File: src/rtl/idm_arbiter.sv
// Shares the single-ported unified instruction/data memory between the CPU and the loader/debug port.
// Each access is a fixed IDLE -> BUSY (MEM_LATENCY cycles) -> RESP sequence with a req/ack handshake on both sides.
module idm_arbiter #(
   parameter int ADDR_WIDTH   = 32,
   parameter int DATA_WIDTH   = 32,
   parameter int MEM_LATENCY  = 1,
   parameter int STARVE_LIMIT = 4
) (
   input  logic                  clk,
   input  logic                  reset,
   input  logic                  cpu_req,
   input  logic                  cpu_we,
   input  logic [ADDR_WIDTH-1:0] cpu_addr,
   input  logic [DATA_WIDTH-1:0] cpu_wdata,
   output logic [DATA_WIDTH-1:0] cpu_rdata,
   output logic                  cpu_ack,
   input  logic                  ld_req,
   input  logic                  ld_we,
   input  logic [ADDR_WIDTH-1:0] ld_addr,
   input  logic [DATA_WIDTH-1:0] ld_wdata,
   output logic [DATA_WIDTH-1:0] ld_rdata,
   output logic                  ld_ack,
   output logic                  err,
   output logic                  owner,
   output logic                  busy,
   output logic                  mem_en,
   output logic                  mem_we,
   output logic [ADDR_WIDTH-3:0] mem_addr,
   output logic [DATA_WIDTH-1:0] mem_wdata,
   input  logic [DATA_WIDTH-1:0] mem_rdata
);

   localparam logic [1:0] IDLE = 2'd0;
   localparam logic [1:0] BUSY = 2'd1;
   localparam logic [1:0] RESP = 2'd2;

   localparam int CW = (MEM_LATENCY > 1) ? $clog2(MEM_LATENCY) : 1;
   localparam int SW = $clog2(STARVE_LIMIT + 1);
   localparam logic [CW-1:0] CNT_LOAD   = CW'(MEM_LATENCY - 1);
   localparam logic [SW-1:0] STARVE_MAX = SW'(STARVE_LIMIT);

   logic [1:0]            state;
   logic [CW-1:0]         cnt;
   logic [SW-1:0]         starve_cnt;
   logic                  we_q;
   logic                  misaligned;
   logic                  grant_ld;
   logic                  sel_we;
   logic [ADDR_WIDTH-1:0] sel_addr;
   logic [DATA_WIDTH-1:0] sel_wdata;

   // The CPU has priority unless the waiting loader has lost STARVE_LIMIT grants in a row.
   assign grant_ld  = ld_req && (!cpu_req || (starve_cnt == STARVE_MAX));
   assign sel_we    = grant_ld ? ld_we    : cpu_we;
   assign sel_addr  = grant_ld ? ld_addr  : cpu_addr;
   assign sel_wdata = grant_ld ? ld_wdata : cpu_wdata;

   always_ff @(posedge clk) begin
      if (reset) begin
         state      <= IDLE;
         cnt        <= '0;
         starve_cnt <= '0;
         we_q       <= 1'b0;
         misaligned <= 1'b0;
         owner      <= 1'b0;
         mem_addr   <= '0;
         mem_wdata  <= '0;
         cpu_rdata  <= '0;
         ld_rdata   <= '0;
      end else begin
         case (state)
            IDLE: begin
               if (cpu_req || ld_req) begin
                  state      <= BUSY;
                  owner      <= grant_ld;
                  we_q       <= sel_we;
                  mem_addr   <= sel_addr[ADDR_WIDTH-1:2];
                  mem_wdata  <= sel_wdata;
                  misaligned <= |sel_addr[1:0];
                  cnt        <= CNT_LOAD;
                  if (grant_ld || !ld_req)
                     starve_cnt <= '0;
                  else if (starve_cnt != STARVE_MAX)
                     starve_cnt <= starve_cnt + 1'b1;
               end
            end
            BUSY: begin
               if (cnt == '0) begin
                  state <= RESP;
                  if (!we_q && !misaligned) begin
                     if (owner)
                        ld_rdata  <= mem_rdata;
                     else
                        cpu_rdata <= mem_rdata;
                  end
               end else begin
                  cnt <= cnt - 1'b1;
               end
            end
            RESP:    state <= IDLE;
            default: state <= IDLE;
         endcase
      end
   end

   // The memory strobe fires only in the first BUSY cycle, and never for a misaligned access.
   assign busy    = (state == BUSY) || (state == RESP);
   assign mem_en  = (state == BUSY) && (cnt == CNT_LOAD) && !misaligned;
   assign mem_we  = mem_en && we_q;
   assign cpu_ack = (state == RESP) && !owner;
   assign ld_ack  = (state == RESP) && owner;
   assign err     = (state == RESP) && misaligned;

endmodule

File: config.mk
export PLATFORM = sky130hd
export DESIGN_NAME = idm_arbiter
export DESIGN_NICKNAME = d
export VERILOG_FILES = /design/src/rtl/idm_arbiter.sv
export SDC_FILE = /design/constraint.sdc
export NUM_CORES = 1
export LEC_CHECK = 0
export ABC_CLOCK_PERIOD_IN_PS = 1720
export CORE_MARGIN = 4
export CORE_UTILIZATION = 39
export CTS_CLUSTER_DIAMETER = 100
export DETAILED_ROUTE_END_ITERATION = 16
export PLACE_DENSITY = 0.8
export SYNTH_ARGS = -nofsm -noshare
export SYNTH_HDL_FRONTEND = slang
export SYNTH_SLANG_ARGS = --single-unit
File: constraint.sdc
create_clock -name clk -period 1.72 [get_ports clk]
set_input_delay 0.172 -clock clk [delete_from_list [all_inputs] [get_ports clk]]
set_output_delay 0.172 -clock clk [all_outputs]
set_load 0.02 [all_outputs]
---- Yosys cells after proc, flatten, opt, wreduce, memory -nomap -nowiden ----
Index checks and enable logic that the tools add are counted.
word-level totals
  bits in registers ....................... 135
  input bits .............................. 166
operators by class
  $add $sub $neg .......................... 2
  equal/unequal tests ..................... 6
  multiplexer cells ....................... 11
  bitwise operators ....................... 2
  reductions and logical operators ........ 27
operators by type and width
  cell                   count
  $mux W32               2
  $logic_and A1 B1 Y1    8
  $reduce_and A4 Y1      2
  $mux W3                2
  $reduce_and A2 Y1      3
  $logic_not A1 Y1       5
  $logic_or A1 B1 Y1     4
  $mux W2                2
  $ne A2 B2 Y1 const B   2
  $pmux W2 S2            1
  $reduce_bool A2 Y1     2
  $add A3 B1 Y3 const B  1
  $eq A3 B3 Y1 const B   1
  $mux W1                3
  $ne A3 B3 Y1 const B   1
  $reduce_and A3 Y1      1
  $eq A2 B1 Y1 const B   1
  $eq A2 B2 Y1 const B   1
  $logic_not A2 Y1       1
  $not A1 Y1             2
  $pmux W1 S2            1
  $reduce_or A2 Y1       1
  $sub A1 B1 Y1 const B  1

---- Depth between registers and ports, before layout ----
Gate-level depths: netlist of run 1.
  depth in word-level cells ............... 6
  mapped depth ............................ 7

---- Worst setup path before layout of run 1 ----
OpenSTA, ideal clock, no wires.
  path kind ............................... register to register
  start point ............................. reg starve_cnt[0]
  end point ............................... reg misaligned
  data arrival time ....................... 1428 ps
  required time ........................... 1598 ps
  path slack .............................. 170 ps
  cell stages (with the launch flop) ...... 7
  path buffers ............................ 2
  period minus slack after synthesis ...... 1550 ps
  path through ............................ dfxtp_1 inv_1 ha_1 a21bo_2 buf_6 buf_2 a311o_1
on the way
  longest elaborated chain between the ends .. 5
RTL lines
  what                    line  RTL
  start, declared         44    logic [SW-1:0] starve_cnt;
  start signal, assigned  84    starve_cnt <= starve_cnt + 1'b1;
  $eq A3 B3 Y1            53    assign grant_ld = ld_req && (!cpu_req || (starve_cnt == STARVE_MAX));
  $logic_or A1 B1 Y1      53
  $logic_and A1 B1 Y1     53
  $mux W32                55    assign sel_addr = grant_ld ? ld_addr : cpu_addr;
  $reduce_or A2 Y1        79    misaligned <= |sel_addr[1:0];
  end signal, assigned    79
  end, declared           46    logic misaligned;
Every way passes these cells.
A chain may end at the register's enable or synchronous reset.

---- Worst setup path in the final report of run 1 ----
  start point ............................. reg state[1]
  end point ............................... out err
on the way
  longest elaborated chain between the ends .. 2
RTL lines
  what                    line  RTL
  start, declared         42    logic [1:0] state;
  start signal, assigned  60    state <= IDLE;
  start signal, assigned  74    state <= BUSY;
  start signal, assigned  89    state <= RESP;
  $eq A2 B2 Y1            112   assign err = (state == RESP) && misaligned;
  $logic_and A1 B1 Y1     112
  end, declared           23    output logic err,
Every way passes these cells.

==> impl_metrics.tcl, run 1 <==
set metrics [dict create \
    tritoncts "built" \
    syn-num-nets 864 \
    grt_pass1_vias 5854 \
    worst-path-buf-inv 2 \
    yosys-top-cells-area "dfxtp_1 48%, a311oi_1 9.9%, nand2_1 8.6%" \
    io_buffers 298 \
    fmax_mhz 607.9 \
    clk_path_buf_depth 2 \
    start_kind "register" \
    dieWidth_um 127.7 \
    ys.flop_type "dfxtp_1" \
    area_growth_pct 71.13 \
    start_util 0.4012 \
    grt_pass1_wl_um 29920 \
    die_area_um2 16310 \
    cpLargestDelayFamily "buffers and inverters" \
    holdBufCountCts 0 \
    async_reset_ff_frac 0 \
    drc_errors 0 \
    maxCapViolations 0 \
    avgViaCountPerCell 5.237 \
    ys_ff_latch 134 \
    worstHoldPathType "input pin to register" \
    layout-drive-gt1-share 0.08122 \
    yosys_warnings 0 \
    syn_inst 693 \
    hold_start "reset" \
    utilization 0.6865 \
    grt_antenna_before_repair 0 \
    slew_headroom 0.6405 \
    postRouteAntennaNets 0 \
    fin_crit_sh 0.9564 \
    grt_max_degree 60 \
    nets 1143 \
    htreeDepth 4 \
    place_area_um2 8827 \
    whs_path_depth 2 \
    stdcell_area_um2 9567 \
    hold_path_end "owner" \
    critPathArrivalTime_ns 1.47 \
    min_period_ns 1.645 \
    dp_hpwl_um 14030 \
    cp.required_ns 1.55 \
    cellLeakagePower_uw 0.003411 \
    syn-cell-area_um2 5590 \
    end_kind "primary output" \
    finalWeightedCongestion 0.8240 \
    cts.sinks 134 \
    synth_edf_count 0 \
    fin_skew_ns 0.002918 \
    finalHoldViolCount 0 \
    tns_ns 0 \
    path_cells "buf_4, ha_1, and2_1, clkdlybuf4s15_2" \
    dr.pass1.iters 4 \
    vias 6101 \
    finalSetupViolations 0 \
    rsz0062_at_grt "true" \
    crit_path_top_delay_cell "dfxtp_1" \
    drt_first_iter_violations 329 \
    status "completed" \
    rows 43 \
    synth_area_leader_cell "dfxtp_1" \
    rrSetupSlack_ns 0.10 \
    crit_fanout 3 \
    tightestPinTransition_ns 0.5336 \
    timing.rr.end "mem_addr[6]" \
    synth_top_area_frac 0.4799 \
    fp.dieH_um 127.7 \
    io_pins 299 \
    cts_buffers 17 \
    wire_per_inst_um 17.04 \
    synth_commonest_cells "134 x dfxtp_1, 128 x nand2_1, 67 x nor2_1, 65 x a21oi_1" \
    clk_pin_slew_worst_paths_ns 0.05 \
    power_uw 9644 \
    finalWirelength_um 19850 \
    cpPeakStageDelay_ns 0.31 \
    cts_root_buf "clkbuf_16" \
    hold_slack_ns 0.1396 \
    grt_usage 0.2316 \
    yosysUniqueCellTypes 33 \
    synth_area_per_cell_um2 8.067 \
    grt_overflow 0 \
    r2r_start "starve_cnt[0]" \
    diodes 0 \
    p_per_area_nw_per_um2 1008 \
    worstSetupPathType "register to primary output" \
    slew_violations 0 \
    ir_worst_vdd_uv 628.9 \
    yosysSeqAreaShare 0.4799 \
    core_area_um2 13930 \
    insertion_delay_ns 0.41 \
    yosysMostFrequentCell "dfxtp_1" \
    r2r_cells 7 \
]
==> cells in the final DEF, fill, tap and decap left out, types with 2 or more instances in the layout <==
cell / synthesis / layout
nor3_1: 5 / 5
nor2_1: 67 / 67
mux2i_1: 2 / 2
dfxtp_1: 134 / 133
bufinv_16: 0 / 3
nor3b_1: 3 / 3
clkbuf_16: 0 / 19
o21ai_0: 51 / 51
nand2_1: 128 / 128
a311oi_1: 63 / 62
clkdlybuf4s50_1: 0 / 289
buf_12: 0 / 14
ha_1: 5 / 3
a21oi_1: 65 / 65
clkbuf_8: 0 / 6
buf_4: 4 / 18
and2_1: 3 / 3
ha_2: 0 / 2
clkdlybuf4s15_2: 0 / 2
inv_1: 5 / 5
clkbuf_2: 7 / 2
clkinv_2: 0 / 4
o21ai_1: 13 / 13
nand3_1: 63 / 63
nor2b_1: 2 / 2
==> timing repair <==
action	4_1_cts	5_1_grt
setup buffers	0	4
pin swaps	0	2
setup endpoints to repair	6	38
cloned	0	2
resized for setup	15	12
hold endpoints to repair	0	0
==> registers in the layout, summed over array words and instances (netlist names) <==
signal	flops
cpu_rdata	32
ld_rdata	32
mem_wdata	32
mem_addr	30
starve_cnt	3
state	2
misaligned	1
owner	1
we_q	1
==> power breakdown <==
part           internal, uW  leakage [uW]  switching [uW]
clock                  2500      0.000312            1300
sequential             3380       0.00110             155
combinational          1170       0.00200            1140
total                  7050       0.00341            2600
==> layer usage <==
metal,track usage,vias to the layer above,share of wire
li1,-,3005,-
met1,0.2443,2798,0.38
met2,0.4131,252,0.50
met3,0.07083,46,0.085
met4,0.1205,0,0.037
met5,0,-,0
==> layout make-up <==
| type | instances | area [um^2] |
|---|---|---|
| Tap cell | 180 | 225.2 |
| Inverter | 5 | 18.77 |
| Sequential cell | 134 | 2684 |
| Timing Repair Buffer | 331 | 3425 |
| Multi-Input combinational cell | 483 | 2585 |
| Clock inverter | 8 | 117.6 |
| Clock buffer | 24 | 511.7 |
| Fill cell | 1104 | 4368 |
==> through the flow <==
step                std cells  worst slack [ns]
floorplan                 693            0.1696
global placement         1127           0.06292
detailed placement       1127          -0.04388
CTS                      1159          0.007938
global route             1165         -0.003769
finish                   1165           0.07492
==> cells by family (layout without fill, tap and decap cells) <==
logic type | count (synthesis) | in the layout | share of synthesized area
adder cells (fa/ha/maj) | 5 | 5 | 0.01119
multiplexers | 2 | 2 | 0.003581
XOR/XNOR | 2 | 2 | 0.003134
AND/OR/NAND/NOR | 275 | 275 | 0.2097
AO/OA/AOI/OAI | 199 | 199 | 0.2269
flip-flops | 134 | 134 | 0.4799
buffers and inverters | 76 | 368 | 0.06558
==> worst max-delay path by stage <==
stage,from,end,depth (start not counted)
finish,state[1],err,4
global route,state[1],mem_we,5
CTS,owner,owner,1
detailed placement,cpu_req,mem_addr[13],6
global placement,cpu_req,mem_addr[15],6
floorplan,starve_cnt[0],misaligned,6
==> worst register-to-register path, stage by stage (launching register included) <==
cell	delay (ns)
dfxtp_1	0.37
inv_1	0.06
ha_1	0.24
a21boi_4	0.16
buf_12	0.14
buf_12	0.14
o21ai_0	0.14
a311oi_1	0.28
(Power assumes the default switching activity.)
==> inputs of run 2 (changes only) <==
--- a/config.mk
+++ b/config.mk
@@ -10,6 +10,7 @@
 export CORE_UTILIZATION = 39
 export CTS_CLUSTER_DIAMETER = 100
 export DETAILED_ROUTE_END_ITERATION = 16
+export GPL_TIMING_DRIVEN = 1
 export PLACE_DENSITY = 0.8
 export SYNTH_ARGS = -nofsm -noshare
 export SYNTH_HDL_FRONTEND = slang
==> results of run 2 <==
The final DEF is identical to that of run 1; final timing and power are the same.
==> inputs of run 3 (changes only) <==
--- a/config.mk
+++ b/config.mk
@@ -10,6 +10,7 @@
 export CORE_UTILIZATION = 39
 export CTS_CLUSTER_DIAMETER = 100
 export DETAILED_ROUTE_END_ITERATION = 16
+export GPL_ROUTABILITY_DRIVEN = 1
 export GPL_TIMING_DRIVEN = 1
 export PLACE_DENSITY = 0.8
 export SYNTH_ARGS = -nofsm -noshare
==> results of run 3 <==
The final DEF is identical to that of run 1; final timing and power are the same.
